**config.mk**
```make
export PLATFORM = sky130hd
export DESIGN_NAME = ram32x16_arbiter
export DESIGN_NICKNAME = d
export VERILOG_FILES = /design/src/rtl/ram32x16_arbiter.sv
export SDC_FILE = /design/constraint.sdc
export NUM_CORES = 1
export LEC_CHECK = 0
export ABC_AREA = 1
export CAP_MARGIN = 20
export CORE_ASPECT_RATIO = 0.7
export CORE_MARGIN = 10
export CORE_UTILIZATION = 41
export CTS_CLUSTER_SIZE = 20
export DETAILED_ROUTE_END_ITERATION = 7
export GPL_ROUTABILITY_DRIVEN = 1
export PLACE_DENSITY = 0.8
export SLEW_MARGIN = 15
export SYNTH_ARGS = -nofsm -noshare
export SYNTH_HDL_FRONTEND = slang
export SYNTH_SLANG_ARGS = --single-unit
```
**constraint.sdc**
```tcl
create_clock -name clk -period 1.9 [get_ports clk]
set_clock_uncertainty 0.15 [all_clocks]
set_input_delay 0.38 -clock clk [delete_from_list [all_inputs] [get_ports clk]]
set_output_delay 0.38 -clock clk [all_outputs]
set_load 0.03 [all_outputs]
```
**src/rtl/ram32x16_arbiter.sv**
```systemverilog
// Round-robin two-requester sequencer for a 32x16 single-port distributed RAM.
// After reset it can optionally walk all 32 words writing INIT_VALUE before serving traffic.
module ram32x16_arbiter #(
  parameter bit          CLEAR_ON_RESET = 1'b1,
  parameter logic [15:0] INIT_VALUE     = 16'h0000
) (
  input  logic        clk,
  input  logic        rst,
  input  logic        req_a,
  input  logic        we_a,
  input  logic [4:0]  addr_a,
  input  logic [15:0] wdata_a,
  input  logic        req_b,
  input  logic        we_b,
  input  logic [4:0]  addr_b,
  input  logic [15:0] wdata_b,
  output logic        gnt_a,
  output logic        gnt_b,
  output logic        rvalid_a,
  output logic        rvalid_b,
  output logic [15:0] rdata_a,
  output logic [15:0] rdata_b,
  output logic        busy,
  output logic [4:0]  ram_addr,
  output logic [15:0] ram_d,
  output logic        ram_we,
  input  logic [15:0] ram_o
);

  typedef enum logic [0:0] {
    ST_CLEAR = 1'b0,
    ST_RUN   = 1'b1
  } state_e;

  state_e      state_q, state_d;
  logic [4:0]  cnt_q, cnt_d;
  logic        ptr_q, ptr_d;
  logic        cmd_valid_q, cmd_valid_d;
  logic        cmd_we_q, cmd_we_d;
  logic [4:0]  cmd_addr_q, cmd_addr_d;
  logic [15:0] cmd_data_q, cmd_data_d;
  logic        cmd_id_q, cmd_id_d;
  logic        ram_we_q, ram_we_d;
  logic        rvalid_a_q, rvalid_a_d;
  logic        rvalid_b_q, rvalid_b_d;
  logic [15:0] rdata_a_q, rdata_a_d;
  logic [15:0] rdata_b_q, rdata_b_d;
  logic        cmd_rd_s;

  always_ff @(posedge clk) begin
    if (rst) begin
      if (CLEAR_ON_RESET) state_q <= ST_CLEAR;
      else                state_q <= ST_RUN;
    end else begin
      state_q <= state_d;
    end
  end

  always_comb begin
    state_d = state_q;
    case (state_q)
      ST_CLEAR: begin
        if (cnt_q == 5'd31) state_d = ST_RUN;
        else                state_d = ST_CLEAR;
      end
      ST_RUN:  state_d = ST_RUN;
      default: state_d = ST_RUN;
    endcase
  end

  // Grants are combinational so a requester sees acceptance in the same cycle.
  always_comb begin
    gnt_a = 1'b0;
    gnt_b = 1'b0;
    busy  = 1'b0;
    case (state_q)
      ST_CLEAR: busy = 1'b1;
      ST_RUN: begin
        if (req_a && req_b) begin
          gnt_a = ~ptr_q;
          gnt_b = ptr_q;
        end else begin
          gnt_a = req_a;
          gnt_b = req_b;
        end
      end
      default: busy = 1'b0;
    endcase
  end

  always_comb begin
    cnt_d       = cnt_q;
    ptr_d       = ptr_q;
    cmd_valid_d = 1'b0;
    cmd_we_d    = 1'b0;
    cmd_addr_d  = cmd_addr_q;
    cmd_data_d  = cmd_data_q;
    cmd_id_d    = cmd_id_q;
    if (state_q == ST_CLEAR) begin
      cnt_d       = cnt_q + 5'd1;
      cmd_valid_d = 1'b1;
      cmd_we_d    = 1'b1;
      cmd_addr_d  = cnt_q;
      cmd_data_d  = INIT_VALUE;
      cmd_id_d    = 1'b0;
    end else if (gnt_a) begin
      ptr_d       = 1'b1;
      cmd_valid_d = 1'b1;
      cmd_we_d    = we_a;
      cmd_addr_d  = addr_a;
      cmd_data_d  = wdata_a;
      cmd_id_d    = 1'b0;
    end else if (gnt_b) begin
      ptr_d       = 1'b0;
      cmd_valid_d = 1'b1;
      cmd_we_d    = we_b;
      cmd_addr_d  = addr_b;
      cmd_data_d  = wdata_b;
      cmd_id_d    = 1'b1;
    end else begin
      ptr_d       = ptr_q;
    end
    ram_we_d = cmd_valid_d & cmd_we_d;
  end

  // Read data is taken from the RAM at the edge closing the read command cycle.
  always_comb begin
    cmd_rd_s   = cmd_valid_q & ~cmd_we_q;
    rvalid_a_d = cmd_rd_s & ~cmd_id_q;
    rvalid_b_d = cmd_rd_s & cmd_id_q;
    if (rvalid_a_d) rdata_a_d = ram_o;
    else            rdata_a_d = rdata_a_q;
    if (rvalid_b_d) rdata_b_d = ram_o;
    else            rdata_b_d = rdata_b_q;
  end

  always_ff @(posedge clk) begin
    if (rst) begin
      cnt_q       <= 5'd0;
      ptr_q       <= 1'b0;
      cmd_valid_q <= 1'b0;
      cmd_we_q    <= 1'b0;
      cmd_addr_q  <= 5'd0;
      cmd_data_q  <= 16'h0000;
      cmd_id_q    <= 1'b0;
      ram_we_q    <= 1'b0;
      rvalid_a_q  <= 1'b0;
      rvalid_b_q  <= 1'b0;
      rdata_a_q   <= 16'h0000;
      rdata_b_q   <= 16'h0000;
    end else begin
      cnt_q       <= cnt_d;
      ptr_q       <= ptr_d;
      cmd_valid_q <= cmd_valid_d;
      cmd_we_q    <= cmd_we_d;
      cmd_addr_q  <= cmd_addr_d;
      cmd_data_q  <= cmd_data_d;
      cmd_id_q    <= cmd_id_d;
      ram_we_q    <= ram_we_d;
      rvalid_a_q  <= rvalid_a_d;
      rvalid_b_q  <= rvalid_b_d;
      rdata_a_q   <= rdata_a_d;
      rdata_b_q   <= rdata_b_d;
    end
  end

  assign ram_addr = cmd_addr_q;
  assign ram_d    = cmd_data_q;
  assign ram_we   = ram_we_q;
  assign rvalid_a = rvalid_a_q;
  assign rvalid_b = rvalid_b_q;
  assign rdata_a  = rdata_a_q;
  assign rdata_b  = rdata_b_q;

endmodule

```
==> impl_metrics.yaml, run 1 <==
clock_tree:
  post_cts_buffers: 0
  cts_root_buf: "clkbuf_8"
  cts_tree: "done"
  cts_buffers: 9
  htree_levels: 3
  clk_pin_slew_ps: 70
  clock-sinks: 66
  cts_hold_buffers: 0
  clock_latency_ps: 340
  clock_path_buffers: 2
floorplanning:
  die_h_um: 87.6
  num_rows: 24
  io_pins: 123
  core_area_mm2: 0.00628
  start_util_pct: 42.6
  fp.dieW_um: 117
  die_area_mm2: 0.0102
cells_and_area:
  mostFrequentLayoutCells: "dfxtp_1 (66), clkdlybuf4s50_1 (66), nand2_1 (65)"
  fin_util_pct: 67.5
  fin_area_mm2: 0.00424
  area_growth_syn_to_layout_pct: 58.5
  n_antenna_cell: 0
  drive_above_1_share_pct: 9.11
  nets: 544
  n_fill_cell: 537
global_route:
  antenna_found_initial: 0
  gr-usage-all-layers_pct: 17.0
  grt_first_pass_wirelength_um: 13600
  grt_max_degree: 34
  overflow: 0
  first_global_vias: 2600
sta:
  setup-violations-final: 0
  min_period_ps: 1870
  post-route-period-util_pct: 98.6
  relSlewSlack_pct: 73.2
  hold_violations: 0
  timing.fmax_mhz: 534
  setup_ws_ps: 26.2
  worstMarginPinSlew_ps: 400
  setup-tns-final_ps: 0
  maxSlewViolCount: 0
critical_path:
  crit_fanout: 2
  crit_buf_inv: 1
  crit_required_ps: 1370
  cp_top_family: "buffers and inverters"
  cp_slowest_cell: "clkdlybuf4s50_1"
  cp.arrival_ps: 1340
  cpPeakStageDelay_ps: 680
  cp-start-kind: "flop"
  crit_path_end_kind: "primary output"
  critPathKind: "reg2out"
  crit_chain: "clkdlybuf4s50_1"
drt:
  antenna_left: 0
  drtPass1Iterations: 4
  viasPerCell: 4.85
  drt-total-wl_um: 8740
  routedWlPerCell_um: 15.6
  drc_errors: 0
  num_vias: 2720
  drt-initial-drc-count: 144
place:
  gp_routability_congestion: 0.798
  dp_slack_ps: -25.5
  port_buffers: 122
  hpwlAfterDp_um: 6570
  placed_area_mm2: 0.00399
synthesis:
  synth_seq_cells: 66
  synth_warnings: 0
  synth_top_area_share_pct: 49.4
  avgSynthCellArea_um2: 7.66
  ys_types: 22
  yosysTopAreaCell: "dfxtp_1"
  syn_area_mm2: 0.00267
  synthTopCellsByArea: "dfxtp_1 (49%), nand2_1 (9.3%), a21oi_1 (6.9%)"
  synth_cells: 349
  yosysSeqAreaShare_pct: 49.4
  syn-num-nets: 415
outcome:
  status: "finished clean"
pwr:
  sequentialPowerShare_pct: 42.6
  power.internal_mw: 2.64
  powerDensity_mw_per_mm2: 795
  power.switching_mw: 0.727
  clkPwrFrac_pct: 47.5
  vdd_drop_max_uv: 365
  sw_frac_of_total_pct: 21.6
  leakage_nw: 1.95
  combPwrFrac_pct: 9.9
flow_run:
  drv_cap: 0
min_path:
  hold_class: "in2reg"
power groups by stage:
stage | sequential (mW) | combinational [mW] | clock [mW]
6_report | 1.44 | 0.332 | 1.60
5_1_grt | 1.44 | 0.365 | 1.68
2_1_floorplan | 1.52 | 0.0790 | 0
3_5_place_dp | 1.47 | 0.349 | 0
4_1_cts | 1.44 | 0.336 | 1.63
3_3_place_gp | 1.47 | 0.345 | 0
final timing paths:
path	start	end	slack, ps	depth (start not counted)
setup / recovery	ram_d[6]	ram_d[6]	30	1
hold / removal	req_a	ptr_q	270	3
setup reg to reg	state_q	ram_d[5]	420	8
hold reg to reg	rdata_a[14]	rdata_a[14]	290	2
through the flow:
stage                     power [mW]  hold WS, ps  cells
after floorplan                 1.60          293    349
after global placement          1.81          280    545
after detailed placement        1.82          284    545
after CTS                       3.40          293    561
after global routing            3.49          299    561
final                           3.37          275    561
cell type report:
type	instances	area, µm²	area share, %
clock inverter	6	138	3.25
multi-input combinational	209	1020	24.1
tap	78	97.6	2.30
sequential	66	1320	31.2
timing repair buffer	139	1310	30.9
clock buffer	10	138	3.25
inverter	53	209	4.93
repair_timing:
action,4_1_cts,5_1_grt
setup endpoints to repair,47,7
gates cloned,0,0
resized for setup,47,10
pin swaps,0,0
registers in the layout, indices dropped and copies added (netlist names):
signal / cells
ram_addr: 5
rdata_a: 16
cmd_id_q: 1
ram_we: 1
ram_d: 16
rvalid_b: 1
rvalid_a: 1
cmd_we_q: 1
cnt_q: 5
rdata_b: 16
state_q: 1
ptr_q: 1
cmd_valid_q: 1
synthesized netlist by cell type:
library cell / count
dfxtp_1: 66
clkinv_4: 2
inv_2: 1
a31oi_1: 18
clkinv_1: 1
inv_1: 49
nand4_1: 5
ha_1: 2
nand2_2: 2
clkbuf_1: 5
nand2_4: 2
nand2_1: 66
nand3_1: 28
nand3b_1: 1
nor2_1: 8
a21oi_1: 37
buf_6: 3
buf_4: 2
o21ai_0: 35
buf_2: 11
nand3_2: 1
nor3_1: 4
cell families (layout without fill, tap and decap cells):
group	count (synthesis)	after routing	share of synthesized area [%]
and+or+nand+nor	117	117	19.5
AOI/OAI and AO/OA	90	90	17.7
buffers and inverters	74	208	12.4
DFF	66	66	49.4
adders and majority gates	2	2	0.936
routing by layer:
metal | GRT usage (%) | share of wire (%) | vias to the layer above
met5 | 0 | 0 | -
met4 | 7.25 | 1.6 | 0
met3 | 4.71 | 6.6 | 11
met2 | 28.9 | 50 | 67
met1 | 19.9 | 42 | 1246
li1 | - | - | 1396
No activity file was read; power rests on OpenSTA's default activity.
==> inputs of run 2 (changes only) <==
- HOLD_SLACK_MARGIN: not set -> 0.12
==> results of run 2 <==
No change in the layout: final DEF, timing and power equal those of run 1.
==> patch 1 (settings of run 1) <==
The parameter `CLEAR_ON_RESET` goes from 1'b1 to 1'b0.
--- a/src/rtl/ram32x16_arbiter.sv
+++ b/src/rtl/ram32x16_arbiter.sv
@@ -3,3 +3,3 @@
 module ram32x16_arbiter #(
-  parameter bit          CLEAR_ON_RESET = 1'b1,
+  parameter bit          CLEAR_ON_RESET = 1'b0,
   parameter logic [15:0] INIT_VALUE     = 16'h0000
Behaviour: not the same (a bounded check fails within 4 cycles, from zero or initial values and one cycle with rst high).
==> patch 1 against run 1 <==
Cell area rose by 0.27%; largest cell class is now non-clock buffers; wire length decreased by 3.2%; sequential cell count unchanged; critical endpoint is now rdata_b[8]; setup slack better by 0.021 ns; first-iteration DRC count down 26%; critical path type unchanged; core utilization rose by 0.18 points; area after synthesis grew 0.37%.
Power is not compared: it rests on default switching activity, and its combinational part moved more than twofold at a synthesized area within 25%.
==> patch 1: results (changes against run 1) <==
| Metric | Value |
|---|---|
| Status | `finished, final reports clean (unchanged)` |
| Largest net degree at the start of global routing | `34 (unchanged)` |
| LEAKAGE | `2.254 nW` |
| DRT Wirelength | `8.464 mm (was 8.743 mm)` |
| Worst Path Arrival | `1.32 ns (was 1.34 ns)` |
| Rel. slew slack | `0.7486 (was 0.7325)` |
| Clock transition at the registers of the reported paths | `0.07 ns (about the same)` |
| Total GRT Usage | `0.1610 (was 0.1703)` |
| # port buffers | `122 (unchanged)` |
| Number of global-route vias before repair | `2611 (was 2600)` |
| DR pass1 iterations | `4 (unchanged)` |
| Clock latency on the worst-skew pair | `0.32 ns (was 0.34 ns)` |
| Detailed Route Iter0 Violations | `107 (was 144)` |
| Main synth FF type | `dfxtp_1 (unchanged)` |
| Largest stage delay, worst path | `0.67 ns` |
| RD Place Congestion | `0.8228 (was 0.7982)` |
| Placement Setup Slack | `-0.04288 ns (was -0.02545 ns)` |
| Via count | `2695 (was 2720)` |
| Slowest CP cell | `clkdlybuf4s50_1 (unchanged)` |
| Post-synthesis cell count | `350 (was 349)` |
| DP HPWL | `6.516 mm (was 6.567 mm)` |
| Wirelength per Cell | `15.03 µm (was 15.58 µm)` |
| Worst Path Max Fanout | `2 (unchanged)` |
| Post-synth top cells | `nand2_1 (69), dfxtp_1 (66), inv_1 (50), a21oi_1 (37), nand3_1 (30) (was dfxtp_1 (66), nand2_1 (66), inv_1 (49), a21oi_1 (37), o21ai_0 (35))` |
| H-tree levels | `3 (unchanged)` |
| Antenna cells | `0 (unchanged)` |
| Yosys Warn Count | `0 (unchanged)` |
| Power Dens Cells | `762.2 nW/µm²` |
| Max Buffers Root-to-Sink | `2 (unchanged)` |
| Synth Net Count | `416 (was 415)` |
| HP Class | `reg2reg (was in2reg)` |
| Synth top area cells | `dfxtp_1 (49%), nand2_1 (9.7%), inv_1 (7.0%) (was dfxtp_1 (49%), nand2_1 (9.3%), a21oi_1 (6.9%))` |
| Total of max-cap violations | `0 (unchanged)` |
| Cell family with most CP delay | `buffers and inverters (unchanged)` |
| Root Driver | `clkbuf_8 (unchanged)` |
| Share of post-route cells with drive strength above 1 | `0.09691 (was 0.09110)` |
| Sequential area share after synthesis | `0.4925 (was 0.4944)` |
| Antenna violations before repair | `0 (unchanged)` |
| Fillcell total | `524 (was 537)` |
| Post-synth cell types | `24 (was 22)` |
| Maximum vdd drop | `0.5005 mV` |
| Async S/R FF share, synth | `0 (unchanged)` |
| Post-CTS setup repair buffer count | `0 (unchanged)` |
| # nets final | `546 (was 544)` |
| First-pass GRT wire length | `13.19 mm (was 13.55 mm)` |
| CTS buffer count | `9 (unchanged)` |
patch 1: changes by cell type in the layout (fill, tap and decap cells not counted), sizes merged, moves of 2 or more:
| cell | before | now |
|---|---|---|
| clkinvlp | 0 | 2 |
| nand3 | 29 | 31 |
| buf | 19 | 21 |
| inv | 50 | 53 |
| o21ai | 35 | 33 |
| bufinv | 4 | 0 |
| nand2 | 70 | 73 |
| nor2 | 8 | 5 |
| dlymetal6s2s | 7 | 32 |
| dlygate4sd2 | 47 | 20 |
patch 1: power by group:
group / total (mW) / internal [mW] / leakage [nW] / switching (mW)
sequential: 1.51 / 1.47 / 0.542 / 0.0388
combinational: 0.711 / 0.318 / 1.63 / 0.392
clock: 1.02 / 0.502 / 0.0851 / 0.517
total: 3.24 / 2.29 / 2.25 / 0.949
patch 1: worst paths after layout:
check / from / to / slack (ns) / cells after the start
worst max-delay path: rdata_b[8]$_SDFFE_PP0P_ / rdata_b[8] / 0.05 / 1
worst min-delay path: rdata_a[7]$_SDFFE_PP0P_ / rdata_a[7]$_SDFFE_PP0P_ / 0.29 / 2
worst max register to register: state_q$_SDFF_PP1_ / ram_addr[1]$_SDFFE_PP0P_ / 0.45 / 8
worst min register to register: rdata_a[7]$_SDFFE_PP0P_ / rdata_a[7]$_SDFFE_PP0P_ / 0.29 / 2
patch 1: final cells by class:
type                       count  area (µm²)  share of cell area
multi-input combinational    209        1027              0.2419
clock inverter                 5       30.03            0.007071
tap                           78       97.59             0.02298
sequential                    66        1321              0.3111
timing repair buffer         140        1416              0.3335
clock buffer                  11       141.4             0.03329
inverter                      54       212.7             0.05009
patch 1: cells by family after synthesis:
family | count (synthesis) | synth area share
buffers and inverters | 75 | 0.1255
and+or+nand+nor | 119 | 0.2001
AOI/OAI and AO/OA | 88 | 0.1726
adders and majority gates | 2 | 0.009327
DFF | 66 | 0.4925
patch 1: timing repair:
action / in CTS / in global routing
resized for setup: 21 / 32
hold endpoints to repair: 0 / 0
hold buffers: 0 / 0
setup endpoints to repair: 21 / 32
patch 1: stage by stage:
step	instance area [µm²]	TNS (ns)	hold WS [ns]
finish	4247	0	0.2924
global route	4247	0	0.3112
CTS	4167	0	0.2963
detailed placement	4018	-0.1337	0.2855
global placement	4018	0	0.2786
floorplan	2683	0	0.2964
patch 1: per-layer routing:
layer  GRT usage  vias to the layer above  routed length (µm)
met3     0.06011                        4                 610
met2      0.2664                       75                4159
met4     0.04922                        0                  49
met5           0                        -                   0
li1            -                     1407                   -
met1      0.1910                     1209                3644
==> patch 2 (config.mk and constraints of run 1) <==
Made on the original files. Take the reset off `rdata_b_q` and load it in a clocked block of its own.
--- a/src/rtl/ram32x16_arbiter.sv
+++ b/src/rtl/ram32x16_arbiter.sv
@@ -149,3 +149,2 @@
       rdata_a_q   <= 16'h0000;
-      rdata_b_q   <= 16'h0000;
     end else begin
@@ -162,4 +161,7 @@
       rdata_a_q   <= rdata_a_d;
-      rdata_b_q   <= rdata_b_d;
     end
+  end
+
+  always_ff @(posedge clk) begin
+    rdata_b_q <= rdata_b_d;
   end
Behaviour: no difference found for any inputs over 10 cycles, from zero or initial values and one cycle with rst high; that may be too few to reach the edited logic, so the function may still have changed.
==> patch 2 against run 1 <==
Hold slack gained 0.032 ns; largest power group is now sequential cells; synthesized cell count shrank 15%; critical endpoint is now rdata_b[12]; setup slack gained 0.017 ns; area after synthesis shrank 3.0%; count of clock-buffer cells in the layout is the same; critical path depth is the same; wire length shrank 6.5%; sequential cell count is the same; cell area shrank 0.86%; sequential power grew 3%; power shrank 5.2%; core utilization grew 0.40 points; first-iteration DRC count grew 6.9%.
==> patch 2: results (changes against run 1) <==
| Metric | Value |
|---|---|
| P_int | `2.502 mW (was 2.639 mW)` |
| Total GRT Usage | `0.1591 (was 0.1703)` |
| Sequential cell count | `66 (unchanged)` |
| Vias/cell | `4.973 (was 4.848)` |
| Global-route track usage on met2 | `0.2500 (was 0.2889)` |
| Met3 routed WL | `981 µm (was 573 µm)` |
| Number of global-route vias before repair | `2581 (was 2600)` |
| Sequential area share after synthesis | `0.5714 (was 0.4944)` |
| Async S/R FF share, synth | `0 (unchanged)` |
| M1 GR Usage | `0.1843 (was 0.1989)` |
| Post-synth cell types | `25 (was 22)` |
| # nets final | `496 (was 544)` |
| DRT Wirelength | `8.177 mm (was 8.743 mm)` |
| Status | `finished, final reports clean (unchanged)` |
| Leading cell kind | `registers (unchanged)` |
| Fillcell total | `499 (was 537)` |
| Fraction of area in multi-input gates | `0.2247 (was 0.2414)` |
| Largest net degree at the start of global routing | `24 (was 34)` |
| First-pass GRT wire length | `12.79 mm (was 13.55 mm)` |
| Layout Cells excl Fill | `513 (was 561)` |
| Avg Cell Area, Syn | `8.700 µm² (was 7.658 µm²)` |
| Synth Net Count | `364 (was 415)` |
| RD Place Congestion | `0.8104 (was 0.7982)` |
| Maximum vdd drop | `0.4067 mV (was 0.3647 mV)` |
| LEAKAGE | `1.992 nW (was 1.948 nW)` |
| Placement Setup Slack | `-0.01714 ns (was -0.02545 ns)` |
| Sequential power | `1.48 mW (was 1.44 mW)` |
| ClkCell Share | `0.05781 (was 0.06499)` |
| Share of post-route cells with drive strength above 1 | `0.1057 (was 0.09110)` |
| Crit path setup slack, layout | `0.04303 ns (was 0.02622 ns)` |
| DP HPWL | `6.232 mm (was 6.567 mm)` |
| Post-CTS setup repair buffer count | `0 (unchanged)` |
| Clock power frac | `0.443 (was 0.475)` |
| NonClk Buf Share | `0.3218 (was 0.3093)` |
| EDFF count, synth | `16 (was 0)` |
| Grt met3 use | `0.09248 (was 0.04713)` |
| DRT met1 WL | `3.446 mm (was 3.644 mm)` |
| Detailed Route Iter0 Violations | `154 (was 144)` |
| Worst Path Max Fanout | `1 (was 2)` |
| Synth top area cells | `dfxtp_1 (39%), edfxtp_1 (19%), nand2_1 (12%) (was dfxtp_1 (49%), nand2_1 (9.3%), a21oi_1 (6.9%))` |
| Non-Clock Inverter Count | `20 (was 53)` |
| Buffers, non-clock | `138 (was 139)` |
| Worst Tran Pin Value | `0.3634 ns (was 0.3999 ns)` |
| Routed wl met2 | `3.691 mm (was 4.386 mm)` |
==> patch 2: cell count changes after synthesis, sizes merged, moves of 2 or more <==
cell	run 1	this run
inv	50	19
o21ai	35	4
nand2	70	87
a21oi	37	21
dfxtp	66	50
edfxtp	0	16
nand3	29	43
nor2	8	13
nor3	4	1
buf	16	14
clkbuf	5	3
clkinv	3	1
==> patch 2: final timing paths <==
| path | depth (start not counted) | startpoint | endpoint | slack, ns |
|---|---|---|---|---|
| worst max register to register | 9 | state_q$_SDFF_PP0_ | ram_addr[0]$_SDFFE_PP0P_ | 0.36 |
| worst min-delay path | 4 | req_b | ptr_q$_SDFFE_PP0P_ | 0.31 |
| worst min register to register | 2 | rdata_a[5]$_SDFFE_PP0P_ | rdata_a[5]$_SDFFE_PP0P_ | 0.31 |
| worst max-delay path | 1 | rdata_b[12]$_DFFE_PP_ | rdata_b[12] | 0.04 |
==> patch 2: kinds of logic (layout without fill, tap and decap cells) <==
logic type,after synthesis,after routing,share of synthesized area
AND/OR/NAND/NOR,149,149,0.2543
adder cells (fa/ha/maj),2,2,0.009651
buffers and inverters,37,174,0.06998
AO/OA/AOI/OAI,44,44,0.09460
flip-flops,66,66,0.5714
==> patch 2: what timing repair did <==
action,CTS,global route
endpoints found under the hold margin,0,0
hold buffers,0,0
gates resized for setup,35,24
setup endpoints to repair,35,23
==> patch 2: per-stage QoR <==
step	instance area, µm²	total power, mW	util	TNS [ns]
after global placement	3939	1.814	0.6367	0
after detailed placement	3939	1.821	0.6367	-0.01714
after global routing	4199	3.301	0.6788	0
final	4199	3.190	0.6788	0
after floorplan	2604	1.616	-	0
after CTS	4138	3.222	0.6689	0
